<file path="src/rtl/f2c_stream_arb.sv">
// Round-robin, burst-granular arbiter sharing the FPGA->CPU DMA stream among NUM_SRC sources.
// Optional per-source beat counters are enabled with `define F2C_ARB_STATS_EN.
module f2c_stream_arb #(
  parameter int unsigned NUM_SRC     = 4,
  parameter int unsigned BURST_WIDTH = 8
) (
  input  logic                         pcieClk_in,
  input  logic                         pcieRstN_in,
  input  logic                         f2cReset_in,
  input  logic [BURST_WIDTH-1:0]       burstLen_in,
  input  logic [NUM_SRC-1:0]           srcEnable_in,
  input  logic [NUM_SRC-1:0][63:0]     srcData_in,
  input  logic [NUM_SRC-1:0]           srcValid_in,
  output logic [NUM_SRC-1:0]           srcReady_out,
  output logic [63:0]                  f2cData_out,
  output logic                         f2cValid_out,
  input  logic                         f2cReady_in,
  output logic [$clog2(NUM_SRC)-1:0]   grant_out,
  output logic                         busy_out
`ifdef F2C_ARB_STATS_EN
  ,
  input  logic [$clog2(NUM_SRC)-1:0]   statSel_in,
  output logic [31:0]                  statData_out
`endif
);

  localparam int unsigned IdxW = $clog2(NUM_SRC);

  typedef enum logic {StArb, StStream} state_e;

  state_e               state;
  logic [IdxW-1:0]      ptr;
  logic [IdxW-1:0]      grant;
  logic [BURST_WIDTH-1:0] cnt;
  logic [BURST_WIDTH-1:0] len;

  logic [NUM_SRC-1:0]   cands;
  logic                 found;
  logic [IdxW-1:0]      pick;
  logic [IdxW-1:0]      candIdx;
  logic [IdxW-1:0]      nextPtr;
  logic                 grantEn;
  logic                 accept;
  logic                 lastBeat;

  assign cands = srcEnable_in & srcValid_in;

  // First candidate at or above ptr, wrapping modulo NUM_SRC.
  always_comb begin
    found   = 1'b0;
    pick    = ptr;
    candIdx = ptr;
    for (int i = 0; i < NUM_SRC; i++) begin
      candIdx = IdxW'((int'(ptr) + i) % NUM_SRC);
      if (!found && cands[candIdx]) begin
        found = 1'b1;
        pick  = candIdx;
      end
    end
  end

  assign grantEn  = srcEnable_in[grant];
  assign nextPtr  = (grant == IdxW'(NUM_SRC - 1)) ? '0 : grant + 1'b1;
  assign accept   = f2cValid_out & f2cReady_in;
  assign lastBeat = accept && (cnt == len - BURST_WIDTH'(1));

  always_comb begin
    srcReady_out = '0;
    f2cData_out  = srcData_in[grant];
    f2cValid_out = 1'b0;
    if (state == StStream) begin
      f2cValid_out        = srcValid_in[grant] & grantEn;
      srcReady_out[grant] = f2cReady_in & grantEn;
    end
  end

  always_ff @(posedge pcieClk_in or negedge pcieRstN_in) begin
    if (!pcieRstN_in) begin
      state    <= StArb;
      ptr      <= '0;
      grant    <= '0;
      cnt      <= '0;
      len      <= '0;
      busy_out <= 1'b0;
    end else if (f2cReset_in) begin
      state    <= StArb;
      ptr      <= '0;
      grant    <= '0;
      cnt      <= '0;
      len      <= '0;
      busy_out <= 1'b0;
    end else begin
      unique case (state)
        StArb: begin
          if (found) begin
            grant    <= pick;
            len      <= burstLen_in;
            cnt      <= '0;
            state    <= StStream;
            busy_out <= 1'b1;
          end
        end
        StStream: begin
          // A disabled source forfeits the rest of its burst.
          if (!grantEn || lastBeat) begin
            state    <= StArb;
            busy_out <= 1'b0;
            ptr      <= nextPtr;
          end else if (accept) begin
            cnt <= cnt + BURST_WIDTH'(1);
          end
        end
        default: state <= StArb;
      endcase
    end
  end

  assign grant_out = grant;

`ifdef F2C_ARB_STATS_EN
  // Sized to a power of two so any statSel_in value reads a defined (zero) entry.
  logic [31:0] statCnt [2**IdxW];

  always_ff @(posedge pcieClk_in or negedge pcieRstN_in) begin
    if (!pcieRstN_in) begin
      for (int i = 0; i < 2**IdxW; i++) statCnt[i] <= '0;
      statData_out <= '0;
    end else if (f2cReset_in) begin
      for (int i = 0; i < 2**IdxW; i++) statCnt[i] <= '0;
      statData_out <= '0;
    end else begin
      if (accept) statCnt[grant] <= statCnt[grant] + 32'd1;
      statData_out <= statCnt[statSel_in];
    end
  end
`endif

endmodule

</file>
<file path="config.mk">
export PLATFORM = sky130hd
export DESIGN_NAME = f2c_stream_arb
export DESIGN_NICKNAME = d
export VERILOG_FILES = /design/src/rtl/f2c_stream_arb.sv
export SDC_FILE = /design/constraint.sdc
export NUM_CORES = 1
export LEC_CHECK = 0
export BUFFER_PORTS_ARGS = -buffer_cell sky130_fd_sc_hd__buf_4
export CORE_AREA = 2 2 135 137
export CTS_BUF_LIST = sky130_fd_sc_hd__clkbuf_2 sky130_fd_sc_hd__clkbuf_4 sky130_fd_sc_hd__clkbuf_8
export DETAILED_ROUTE_END_ITERATION = 6
export DIE_AREA = 0 0 137 139
export PLACE_DENSITY = 0.51
export SLEW_MARGIN = 25
export SYNTH_ARGS = -nofsm -noshare
export SYNTH_HDL_FRONTEND = slang
export SYNTH_SLANG_ARGS = --single-unit
</file>
<file path="constraint.sdc">
create_clock -name pcieClk_in -period 2.46 [get_ports pcieClk_in]
set_input_delay 0.246 -clock pcieClk_in [delete_from_list [all_inputs] [get_ports pcieClk_in]]
set_output_delay 0.246 -clock pcieClk_in [all_outputs]
set_load 0.02 [all_outputs]
</file>
Yosys cells after proc, flatten, opt, wreduce, memory -nomap -nowiden. Cells that the tools add are included.

Register bits after elaboration: 22. Input bits: 276. Output and inout bits: 72. Logic and storage cells: 96.

Add/sub/neg operators: 6. $lt $le $gt $ge: 6. Equality and inequality tests: 7. Multiplexer cells: 48. Bitwise gates (word level): 6. Reduce and logical (&&, ||, !) cells: 17.

Operator list (count): 64-bit binary-select mux with 2-bit select (1); 64-bit two-way mux (1); 8-bit two-way mux (7); 2-bit two-way mux (10); 1-bit two-way mux (18); 8-bit one-hot mux with 2 select lines (1); 2-bit by 3-bit < comparator with 1-bit output (second input constant) (5); 1-bit binary-select mux with 2-bit select (6); 8-bit by 1-bit adder with 8-bit output (second input constant) (1); 4-bit AND (2); 8-bit == test (1); 8-bit by 1-bit subtractor with 8-bit output (second input constant) (1); 3-bit by 2-bit inequality test with 1-bit output (second input constant) (2); 3-bit inequality test (second input constant) (2); 2-bit AND reduction (3); 2-bit nonzero test (3); 1-bit logical AND (5); 2-bit by 1-bit adder with 2-bit output (second input constant) (2); 2-bit adder (second input constant) (2); 1-bit logical NOT (4); 4-bit two-way mux (1); 1-bit one-hot mux with 2 select lines (2); 1-bit AND (3); 3-bit AND reduction (1); 6 further kinds (6).

Logic depth before layout (Yosys ltp). Gate-level depths: netlist of run 1.

Depth after elaboration: 16. Mapped depth: 10. Gate-level depth less buffers: 9.

Worst setup path after synthesis of run 1. No wires, ideal clock.

Path type: reg2out. Start point: reg grant[0] (netlist: grant_out[0]). End point: out f2cData_out[55]. Arrival time: 2.070 ns. Data required time: 2.214 ns. Setup slack: 0.144 ns. Cell stages (with the launch flop): 5. Path buffers: 3. Path through: dfrtp_1 > buf_2 > buf_2 > buf_1 > mux4_2.

Word-level cells in the longest chain between the ends: 2.

RTL lines: start, declared (RTL line 33) `logic [IdxW-1:0] grant;`; start signal, assigned (RTL line 96) `grant <= pick;`; 64-bit binary-select mux with 2-bit select (RTL line 69) `f2cData_out = srcData_in[grant];`; 64-bit two-way mux (not written as such) (RTL line 69); end, declared (RTL line 15) `output logic [63:0] f2cData_out,`.

No other way between the ends. The select of a mux whose other input is x is not followed.

Final worst setup path of run 1.
Start point: reg len[1]. End point: reg cnt[6].

Word-level cells in the longest chain between the ends: 6.

RTL lines: start, declared (RTL line 35) `logic [BURST_WIDTH-1:0] len;`; start signal, assigned (RTL line 97) `len <= burstLen_in;`; 8-bit by 1-bit subtractor with 8-bit output (RTL line 65) `assign lastBeat = accept && (cnt == len - BURST_WIDTH'(1));`; 8-bit == test (RTL line 65); 1-bit logical AND (RTL line 65); 1-bit logical OR (RTL line 105) `if (!grantEn || lastBeat) begin`; 3-bit inequality test (no line); 3-bit AND reduction (no line); end signal, assigned (RTL line 110) `cnt <= cnt + BURST_WIDTH'(1);`; end, declared (RTL line 34) `logic [BURST_WIDTH-1:0] cnt;`.

No other way between the ends. A chain may end at the register's enable or synchronous reset.

==> impl_results.md, run 1 <==
- Status: finished clean
- DRC viols: 0
- Mux contribution to synthesized area: 49.08%
- Synth-to-layout area growth: 99.55%
- Worst setup margin: 0.08642 ns
- CTS tree: done
- First-pass GRT wire length: 27,790 µm
- Clock Path Buffers: 2
- VDD IR max: 0.0002415 V
- Data required time of the worst path: 2.62 ns
- Adder and majority gate portion of the synthesized area: 2.444%
- IO buf count: 347
- Number of synthesized register bits: 22
- Post-synth top area cell: mux4_2
- Pwr dens: 359.5 nW/µm²
- Die width: 137 µm
- Initial DRC Count: 223
- Initial antenna violation count: 32
- Leading cell types by total area after synthesis: mux4_2 48%, dfrtp_1 18%, nand2_1 4.0%
- Top_reg_cell synth: dfrtp_1
- Number of synthesized flops with an enable pin: 0
- Net Count, Synth: 550
- Yosys warnings: 0
- Startpoint Class: flip-flop
- Compound-Gate Fraction of Synth Area: 9.491%
- Proportion of netlist area held by the largest area contributor: 48.39%
- Tot GR Track Use: 20.38%
- Simple-gate share of the synthesized area: 13.69%
- Vias per cell: 4.734
- Min-delay worst type: input port to flip-flop
- Routed WL per cell: 23.94 µm
- Final Max Slew Viols: 0
- # IOs: 348
- Layout Nets: 891
- Hold Fails Final Rpt: 0
- Synth Cell Area: 3072 µm²
- Antenna viol nets, final: 0
- Final worst path period share: 96.49%
- Register area share after synthesis: 17.92%
- Clock sink total: 22
- Final worst path period need: 2.374 ns
- H-Tree Depth: 1
- Worst-margin pin slew: 0.4988 ns
- Initial DRT Pass Iterations: 4
- # setup viols final: 0
- Worst Clk Skew: 0.004677 ns
- Clk root buf: clkbuf_8
- Vias in the first global route: 4,271
- Largest family of logic cells by synthesized area: multiplexers
- Max Cap Viol: 0
- Fmax: 0.4213 GHz
- Core Box Area: 17,660 µm²
- Worst endpoint data arrival time: 2.53 ns
- Total wire length: 20,490 µm
- Async set-reset flop share out of synthesis: 100.0%
- Class of the most critical setup path: flip-flop to flip-flop
- Crit end category: flip-flop
- Total Die Area: 19,040 µm²
- Clk slew on worst S/H paths: 0.08 ns
- HPWL Detailed: 18,140 µm
- Largest net degree at the start of global routing: 69
- Worst-path fanout max: 7
- Slew margin rel.: 66.75%
- Post-synthesis cell type count: 42
- Layout cells sized above 1: 73.03%
- Detailed-route via count: 4,052
- Starting Density: 17.40%
- Avg Inst Size Synth: 11.46 µm²
- Syn Inst Count: 268
- Setup TNS: 0 ns
- Clk_lat worst skew: 0.26 ns
- Grt ovf: 0
- Static leakage: 0.002794 µW
- XOR/XNOR Fraction of Synth Area: 3.136%
- Num rows: 49
- Dpl ws: -0.04527 ns
- CTS buffer count: 3
- GPL Wtd Cong: 0.9232
- Die height: 139 µm
power breakdown:
group | leakage, µW | switching, µW | internal [µW]
clock network | 0.0000289 | 118 | 143
registers | 0.000293 | 29.1 | 384
logic | 0.00247 | 709 | 821
registers in the layout, indices dropped and copies added (netlist names):
register   count
busy_out       1
cnt            8
grant_out      2
len            8
ptr            2
state          1
worst max-delay path: stages, from the launching register on:
cell       delay [ns]
dfrtp_2          0.45
inv_1            0.07
ha_2             0.24
xnor2_1          0.09
and4b_1          0.18
a41oi_1          0.25
nand2_2          0.19
a2111oi_4        0.45
a21oi_1          0.11
a31o_2           0.22
final cells by class:
cell class | instances | area, µm²
multi-input cells | 213 | 2411
diodes | 19 | 47.55
clock buffers | 4 | 55.05
well taps | 229 | 286.5
repair buffers | 359 | 2735
fillers | 1850 | 11530
inverters | 10 | 37.54
flip-flops and latches | 22 | 556.8
path summary, 6_finish.rpt:
check	from	endpoint	slack (ns)	cells after the start
worst max-delay path	len[1]	cnt[6]	0.09	9
worst min-delay path	burstLen_in[6]	len[6]	0.22	3
worst max register to register	len[1]	cnt[6]	0.09	9
worst min register to register	len[7]	len[7]	0.55	2
max in group asynchronous	pcieRstN_in	grant_out[0]	1.80	2
min in group asynchronous	pcieRstN_in	len[6]	0.41	2
placed cells by master, fill, tap and decap left out, types with 2 or more instances in the layout:
| master | n |
|---|---|
| o21ai_0 | 7 |
| a21oi_1 | 21 |
| and3_1 | 5 |
| clkbuf_8 | 4 |
| nor2_1 | 11 |
| xor2_1 | 5 |
| diode_2 | 19 |
| buf_4 | 355 |
| xnor2_1 | 6 |
| a211oi_1 | 2 |
| nand2b_1 | 2 |
| nand4_1 | 3 |
| mux4_2 | 66 |
| nand3b_1 | 2 |
| nand3_1 | 6 |
| inv_1 | 10 |
| and2_1 | 2 |
| and4_1 | 2 |
| dfrtp_1 | 19 |
| nand2_1 | 32 |
| dfrtp_2 | 2 |
| a31o_2 | 3 |
| o211ai_1 | 2 |
| buf_12 | 3 |
| nor3_1 | 10 |
| ha_1 | 5 |
synthesized netlist by cell type (2+ instances only):
cell / n
nand2_1: 33
and2_1: 2
mux4_2: 66
nor3_1: 10
xnor2_1: 6
a21oi_1: 22
nand2b_1: 2
a211oi_1: 2
clkbuf_1: 12
buf_1: 6
xor2_1: 5
nor2_1: 11
buf_2: 5
and3_1: 5
o211ai_1: 2
ha_1: 6
dfrtp_1: 22
nand3_1: 6
a31o_2: 3
nand3b_1: 2
inv_1: 10
o21ai_0: 7
nand4_1: 3
and4_1: 2
logic make-up (layout without fill, tap and decap cells):
family                   Yosys count  in the layout
multiplexers                      68             68
adder cells (fa/ha/maj)            6              6
other                              0             19
buffers and inverters             33            373
flip-flops                        22             22
XOR/XNOR                          11             11
AO/OA/AOI/OAI                     44             44
AND/OR/NAND/NOR                   84             84
through the flow:
stage / hold WS, ns / instance area, µm² / instances / util, % / power [µW]
2_1_floorplan: -0.04959 / 3072 / 268 / - / 1175
3_3_place_gp: 0.1551 / 5968 / 830 / 33.80 / 1930
3_5_place_dp: 0.1572 / 5968 / 830 / 33.80 / 1949
4_1_cts: 0.2210 / 6056 / 836 / 34.30 / 2218
5_1_grt: 0.2316 / 6092 / 841 / 34.50 / 2326
6_report: 0.2244 / 6130 / 856 / 34.72 / 2204
metal layers:
| layer | global-route usage [%] | part of all wire (%) |
|---|---|---|
| met5 | 0 | 0.79 |
| met1 | 21.88 | 35 |
| met4 | 1.628 | 0.91 |
| met3 | 18.06 | 20 |
| met2 | 31.37 | 43 |
repair_timing:
action	4_1_cts	5_1_grt
resized for setup	1	5
setup buffers	1	1
hold endpoints to repair	22	0
setup endpoints to repair	1	5
hold buffers	1	0
pin swaps	1	2
No activity file was read; power rests on OpenSTA's default activity.
==> inputs of run 2 (changes only) <==
Settings changed: CORE_AREA 2 2 135 137 to 2 2 137 139, DIE_AREA 0 0 137 139 to 0 0 139 141, PLACE_DENSITY 0.51 to 0.48.
Clock period 2.46 ns to 2.35 ns, I/O delays scaled along.
==> impl_results.md, run 2 (synthesized netlist as in run 1, its figures left out) <==
- Initial DRT Pass Iterations: 4
- Core Box Area: 18,270 µm²
- Vias per cell: 4.659
- # IOs: 348
- H-Tree Depth: 1
- Static leakage: 0.002814 µW
- Worst-path fanout max: 5
- Clock Path Buffers: 2
- Vias in the first global route: 4,109
- Layout Nets: 895
- First-pass GRT wire length: 28,010 µm
- Grt ovf: 0
- Post-placement cell count: 839
- Slew margin rel.: 72.24%
- Worst-margin pin slew: 0.4164 ns
- Startpoint Class: flip-flop
- Max incr delay on CP: 0.55 ns
- Num rows: 50
- Worst path bufs/invs: 2
- Die width: 139 µm
- Routed WL per cell: 23.45 µm
- Detailed-route via count: 3,997
- GPL Wtd Cong: 0.8939
- Hold Fails Final Rpt: 0
- VDD IR max: 0.0002337 V
- Worst Clk Skew: 0.004039 ns
- Commonest non-fill, non-tap cell in the layout: buf_4
- Worst endpoint data arrival time: 2.01 ns
- # setup viols final: 0
- Clk root buf: clkbuf_8
- Setup TNS: 0 ns
- Clock sink total: 22
- CTS tree: done
- Filler-free cell count of the finished design: 858
- HPWL Detailed: 17,870 µm
- Cell area after layout: 6135 µm²
- Total Die Area: 19,600 µm²
- Data required time of the worst path: 2.12 ns
- Max Cap Viol: 0
- Synth-to-layout area growth: 99.71%
- Initial DRC Count: 204
- Class of the most critical setup path: flip-flop to primary output
- Largest net degree at the start of global routing: 69
- Cell family with the largest share of critical-path delay: multiplexers
- Starting Density: 16.82%
- CTS buffer count: 3
- Final worst path period need: 2.249 ns
- Dpl ws: 0.006651 ns
- Min-delay worst type: input port to flip-flop
- Pwr dens: 373.9 nW/µm²
- Final worst path period share: 95.71%
- Tot GR Track Use: 19.26%
- Final Max Slew Viols: 0
- Worst-path cell chain: mux4_2, and2_1, buf_4, and3_1, buf_4
- Layout cells sized above 1: 73.04%
- Crit end category: primary output
- Worst setup margin: 0.1009 ns
- Fmax: 0.4446 GHz
- Die height: 141 µm
- Initial antenna violation count: 23
- Most common cell on crit path: buf_4
- Slowest CP cell: mux4_2
- Clk_lat worst skew: 0.27 ns
- IO buf count: 347
- Clk slew on worst S/H paths: 0.08 ns
- Antenna viol nets, final: 0
- DRC viols: 0
- Status: finished clean
- Post-layout util: 33.58%
- Largest regs: cnt: 8 flops, len: 8 flops
- Total wire length: 20,120 µm
- Most frequent cells in the layout: 360 x buf_4, 66 x mux4_2, 32 x nand2_1
- Post-DP Area: 6005 µm²
==> run 2: worst register-to-register path, cell delays in order (launching register included) <==
cell     delay (ns)
dfrtp_1        0.39
inv_1          0.09
ha_4           0.17
inv_1          0.07
o31ai_2        0.24
nand4_1        0.17
nor3_4         0.35
a31oi_2        0.14
or4_1          0.40
a21oi_1        0.14
==> run 2: layout make-up <==
class,count,area [µm²]
tap,234,292.8
clock buffer,4,48.80
timing repair buffer,363,2753
sequential,22,555.5
antenna,12,30.03
multi-input combinational,213,2417
inverter,10,37.54
fill,1917,12130
==> run 2: path summary, 6_finish.rpt <==
check | slack, ns | to | from | cells after the start
worst max-delay path | 0.10 | srcReady_out[2] | grant_out[0] | 5
worst min-delay path | 0.20 | len[1] | burstLen_in[1] | 3
worst max register to register | 0.12 | ptr[0] | len[0] | 9
worst min register to register | 0.55 | len[7] | len[7] | 2
max in group asynchronous | 1.69 | grant_out[0] | pcieRstN_in | 2
min in group asynchronous | 0.39 | len[5] | pcieRstN_in | 2
==> run 2: what timing repair did <==
item / in CTS / in global routing
resized for setup: 1 / 5
endpoints found under the hold margin: 22 / 0
pin swaps: 0 / 4
hold buffers: 1 / 0
setup endpoints to repair: 1 / 5
gates cloned: 0 / 0
buffers inserted: 0 / 2
==> run 2: where the power goes <==
part	switching (µW)	leakage [µW]	internal (µW)
logic	735	0.00249	869
clock network	131	0.0000262	133
registers	25.3	0.000295	401
total	891	0.00281	1400
==> run 2: routing by layer <==
layer | up-vias | track usage [%] | wire length [µm] | share of wire [%]
met3 | 28 | 14.33 | 3046 | 15
met4 | 22 | 1.382 | 157 | 0.78
met1 | 1948 | 24.03 | 8072 | 40
met5 | - | 0 | 152 | 0.76
li1 | 1794 | - | - | -
met2 | 205 | 27.87 | 8689 | 43
==> run 2: metrics by stage <==
step / hold slack [ns] / total power (µW)
6_report: 0.2038 / 2294
5_1_grt: 0.2094 / 2421
4_1_cts: 0.1962 / 2313
3_5_place_dp: 0.1488 / 2041
3_3_place_gp: 0.1442 / 2020
2_1_floorplan: -0.06059 / 1230
